[src/rtl/mmc1_serial_loader.sv]
// mmc1_serial_loader: turns one parallel register request into the CPU-bus
// write sequence an MMC1 needs on its 5-bit serial port. The sequence is an
// optional reset write (D7=1) followed by five single-bit writes, LSB first.
// Writes are separated by idle gaps because the mapper ignores a write that
// lands on the cycle right after another write.
//
// Request handshake: a request transfers on a rising ck edge where both
// req_valid and req_ready are high. req_ready is high only in IDLE. While the
// loader is busy, req_valid and the request fields are not sampled. The host
// must hold req_reg/req_data/req_reset stable while req_valid is high and
// req_ready is low.
module mmc1_serial_loader #(
    parameter int STROBE_CYCLES = 1,  // cycles bus_we stays high per write (>=1)
    parameter int GAP_CYCLES    = 2,  // low cycles between writes (>=1)
    parameter int RESET_FIRST   = 1   // 1: every data request starts with a reset write
) (
    input  logic       ck,
    input  logic       nres,
    input  logic       req_valid,
    output logic       req_ready,
    input  logic [1:0] req_reg,
    input  logic [4:0] req_data,
    input  logic       req_reset,
    output logic       bus_we,
    output logic [1:0] bus_a,
    output logic [7:0] bus_d,
    output logic       busy,
    output logic       done,
    output logic [2:0] wr_left,
    output logic [1:0] state_dbg
);

    localparam logic [1:0] IDLE   = 2'd0;
    localparam logic [1:0] STROBE = 2'd1;
    localparam logic [1:0] GAP    = 2'd2;
    localparam logic [1:0] FINISH = 2'd3;

    localparam logic [15:0] STROBE_LAST = 16'(STROBE_CYCLES - 1);
    localparam logic [15:0] GAP_LAST    = 16'(GAP_CYCLES - 1);

    localparam logic [7:0] RESET_WRITE = 8'h80;

    logic [1:0]  state;
    logic [15:0] cnt;      // cycles spent in the current STROBE or GAP
    logic [4:0]  data_sr;  // data bits not yet placed on the bus, next bit at [0]

    assign state_dbg = state;

    // Sequencer: handshake, write timing, bus drive and write bookkeeping.
    always_ff @(posedge ck) begin
        if (!nres) begin
            state     <= IDLE;
            cnt       <= '0;
            data_sr   <= '0;
            req_ready <= 1'b1;
            busy      <= 1'b0;
            done      <= 1'b0;
            bus_we    <= 1'b0;
            bus_a     <= '0;
            bus_d     <= '0;
            wr_left   <= '0;
        end else begin
            case (state)
                IDLE: begin
                    if (req_valid && req_ready) begin
                        state     <= STROBE;
                        cnt       <= '0;
                        req_ready <= 1'b0;
                        busy      <= 1'b1;
                        bus_we    <= 1'b1;
                        bus_a     <= req_reg;
                        if (req_reset) begin
                            // Reset-only request: a single D7 write, data unused.
                            wr_left <= 3'd1;
                            bus_d   <= RESET_WRITE;
                            data_sr <= req_data;
                        end else if (RESET_FIRST != 0) begin
                            wr_left <= 3'd6;
                            bus_d   <= RESET_WRITE;
                            data_sr <= req_data;
                        end else begin
                            // No reset write: bit 0 goes out immediately.
                            wr_left <= 3'd5;
                            bus_d   <= {7'b0, req_data[0]};
                            data_sr <= {1'b0, req_data[4:1]};
                        end
                    end
                end
                STROBE: begin
                    if (cnt == STROBE_LAST) begin
                        bus_we  <= 1'b0;
                        cnt     <= '0;
                        wr_left <= wr_left - 3'd1;
                        if (wr_left == 3'd1) begin
                            // Last write: no trailing gap.
                            state <= FINISH;
                            done  <= 1'b1;
                        end else begin
                            state <= GAP;
                        end
                    end else begin
                        cnt <= cnt + 16'd1;
                    end
                end
                GAP: begin
                    if (cnt == GAP_LAST) begin
                        // Address/data only move on the edge the strobe rises.
                        state   <= STROBE;
                        cnt     <= '0;
                        bus_we  <= 1'b1;
                        bus_d   <= {7'b0, data_sr[0]};
                        data_sr <= {1'b0, data_sr[4:1]};
                    end else begin
                        cnt <= cnt + 16'd1;
                    end
                end
                FINISH: begin
                    state     <= IDLE;
                    done      <= 1'b0;
                    req_ready <= 1'b1;
                    busy      <= 1'b0;
                end
                default: begin
                    state     <= IDLE;
                    done      <= 1'b0;
                    bus_we    <= 1'b0;
                    req_ready <= 1'b1;
                    busy      <= 1'b0;
                end
            endcase
        end
    end

endmodule

[config.mk]
export PLATFORM = sky130hd
export DESIGN_NAME = mmc1_serial_loader
export DESIGN_NICKNAME = d
export VERILOG_FILES = /design/src/rtl/mmc1_serial_loader.sv
export SDC_FILE = /design/constraint.sdc
export NUM_CORES = 1
export LEC_CHECK = 0
export CAP_MARGIN = 20
export CELL_PAD_IN_SITES_DETAIL_PLACEMENT = 1
export CELL_PAD_IN_SITES_GLOBAL_PLACEMENT = 1
export CORE_MARGIN = 4
export CORE_UTILIZATION = 40
export DETAILED_ROUTE_END_ITERATION = 10
export GPL_TIMING_DRIVEN = 0
export PLACE_DENSITY = 0.75
export SYNTH_ARGS = -nofsm -noshare
export SYNTH_HDL_FRONTEND = slang
export SYNTH_SLANG_ARGS = --single-unit
export TNS_END_PERCENT = 30
[constraint.sdc]
create_clock -name ck -period 2.3 [get_ports ck]
set_clock_uncertainty 0.15 [all_clocks]
set_input_delay 0.46 -clock ck [delete_from_list [all_inputs] [get_ports ck]]
set_output_delay 0.46 -clock ck [all_outputs]
set_load 0.05 [all_outputs]
==> impl_metrics.ini <==
[run_status]
status = completed

[placement]
pre_cts_ws_ns = -0.243
place_congestion = 0.776
portBuffers = 22
dp_hpwl_um = 3430

[synthesis]
syn_inst = 217
syn-cell-area_mm2 = 0.00195
ys_types = 47
syn_area_per_cell_um2 = 9.00
seq_area_frac_synth_pct = 34.8
synth_async_sr_flop_share_pct = 0
synth_edf_count = 0
ys_warn_count = 0
ys.flop_type = dfxtp_1
ys_ff_latch = 34

[floorplan]
io_pins = 30
rows = 25
core-area_mm2 = 0.00472
dieArea_mm2 = 0.00606
start_util_pct = 41.4
fp.dieH_um = 77.9
die_w_um = 77.9

[finish]
layout-drive-gt1-share_pct = 17.1
layout.cells.most_common = dfxtp_1
fin_nets = 273
final_util_pct = 50.9
layout_common_cells = dfxtp_1 (32), nor2_1 (26), clkdlybuf4s50_1 (22), nand2_1 (14), inv_1 (12)
fillers = 556
synthToLayoutAreaGrowth_pct = 23.0
antennaDiodeCount = 0

[pwr]
peakVddDrop_mv = 0.474
power.leakage_nw = 0.940
power_density_mw_per_mm2 = 1060

[worst_setup_path]
worst_ep_required_time_ns = 1.69
max_stage_delay_ns = 0.85
critical_path_arrival_ns = 1.58
startpoint_type = register
cp_top_family = buffers and inverters
crit_slowest_cell = clkdlybuf4s50_1
crit_type = register to output pin
end_kind = output pin
crit_path_cell_trace = clkdlybuf4s50_1
cp.buffers_inverters = 1
crit_fanout = 7
rrSetupSlack_ns = 0.11

[sta]
maxSlewHeadroom_pct = 64.5
min_period_ns = 2.19
maxSlewViolCount = 0
max_freq_ghz = 0.456
worstMarginPinSlew_ns = 0.529
min_period_over_period_pct = 95.3
rsz0062_at_grt = yes
setup_slack_ns = 0.108
setup_violations = 0
hold_viol = 0

[clock_network]
cts_tree = yes
clk_latency_ns = 0.28
cts_buffers = 5
htreeDepth = 2
cts_setup_buffers = 0
path_clk_slew_ns = 0.06
clock_path_buffers = 2
root_buffer = clkbuf_8
ctsHoldBuffers = 0
clkSinkCount = 34

[routing]
viasPerCell = 5.08
vias = 1615
drt_iter0_drc = 90
wl_per_cell_um = 14.7
routed_wl_um = 4670
remaining_drc_errors = 0
drtAntennaViolNets = 0
dr.pass1.iters = 4

[global_route]
grt_pass1_wl_um = 7800
grt_max_degree = 11
antenna_found_initial = 0
grt_pass1_vias = 1608
track_usage_pct = 16.2
overflow = 0

[run]
max_cap_violations = 0

[hold_path]
hold_class = register to register
routing by layer:
metal | track usage, % | share of wire [%] | wire length (um)
met1 | 21.4 | 49 | 2290
met5 | 0 | 0 | 0
met3 | 4.99 | 4.5 | 211
met4 | 4.80 | 0.51 | 24
met2 | 25.1 | 46 | 2150
sequential cells by signal (all words and copies together), names as in the netlist:
name       flops
bus_a          2
bus_d          2
bus_we         1
busy           1
cnt           16
data_sr        5
done           1
req_ready      1
state_dbg      2
wr_left        3
worst register-to-register path, stage by stage (launching register included):
cell and delay [ns]:
dfxtp_1 0.42, inv_1 0.14, ha_1 0.22, nor3b_2 0.18, a41oi_4 0.23, o21ai_2 0.14, or4_1 0.49, a31oi_1 0.16
layout make-up:
type	count	area, um2	share of cell area, %
Multi-Input combinational cell	164	1200	50.2
Clock buffer	6	82.6	3.44
Tap cell	67	83.8	3.49
Buffer	12	78.8	3.28
Inverter	13	48.8	2.03
Sequential cell	34	683	28.4
Timing Repair Buffer	22	220	9.17
cells by family after synthesis:
kind of cell | count (synthesis) | synth area share (%)
xor gates and xnor gates | 9 | 4.04
AOI/OAI and AO/OA | 37 | 14.0
other | 1 | 0.192
DFF | 34 | 34.8
buffers and inverters | 25 | 6.21
and+or+nand+nor | 87 | 26.8
muxes | 14 | 7.50
adders and majority gates | 10 | 6.41
where the power goes:
part	switching, mW	internal [mW]	leakage (nW)	total [mW]
clock network	0.202	0.231	0.0431	0.433
registers	0.0969	0.693	0.277	0.790
logic	0.839	0.482	0.619	1.32
metrics by stage:
step	setup TNS, ns	instances	power [mW]	hold slack (ns)	area, um2
floorplan	0	222	1.72	0.308	1970
global placement	-1.57	311	2.06	0.323	2280
detailed placement	-2.36	311	2.08	0.334	2280
CTS	0	317	2.53	0.329	2370
global route	-0.205	318	2.72	0.351	2400
finish	0	318	2.54	0.346	2400
worst paths after layout:
path         cells past startpoint                    start                 endpoint
max                              1  wr_left[0]$_SDFFE_PN0P_               wr_left[0]
min                              2  data_sr[1]$_SDFFE_PN0P_  data_sr[1]$_SDFFE_PN0P_
max reg2reg                      7      cnt[0]$_SDFFE_PN0P_     cnt[14]$_SDFFE_PN0P_
min reg2reg                      2  data_sr[1]$_SDFFE_PN0P_  data_sr[1]$_SDFFE_PN0P_
cells in the mapped netlist, drive strengths merged (3+ instances only):
| cell type | number | share of area (%) |
|---|---|---|
| nand3 | 10 | 2.6 |
| dfxtp | 34 | 35 |
| nand2 | 14 | 2.7 |
| a31oi | 4 | 1.3 |
| o21ai | 9 | 3.1 |
| nor3b | 4 | 1.8 |
| nand2b | 3 | 0.96 |
| ha | 10 | 6.4 |
| nor2 | 26 | 5.0 |
| and2 | 4 | 1.3 |
| nor3 | 4 | 1.3 |
| nand4 | 7 | 2.9 |
| xnor2 | 3 | 1.3 |
| or4 | 4 | 1.5 |
| inv | 12 | 2.3 |
| xor2 | 6 | 2.7 |
| mux2i | 9 | 4.6 |
| nor4 | 4 | 4.4 |
| a21oi | 8 | 2.1 |
| mux2 | 5 | 2.9 |
| buf | 10 | 3.3 |
what timing repair did:
action,4_1_cts,5_1_grt
gates cloned,0,1
pin swaps,1,1
endpoints found under the setup margin,14,16
resized for setup,3,7
Note: power is estimated with default switching activity, not from simulation.
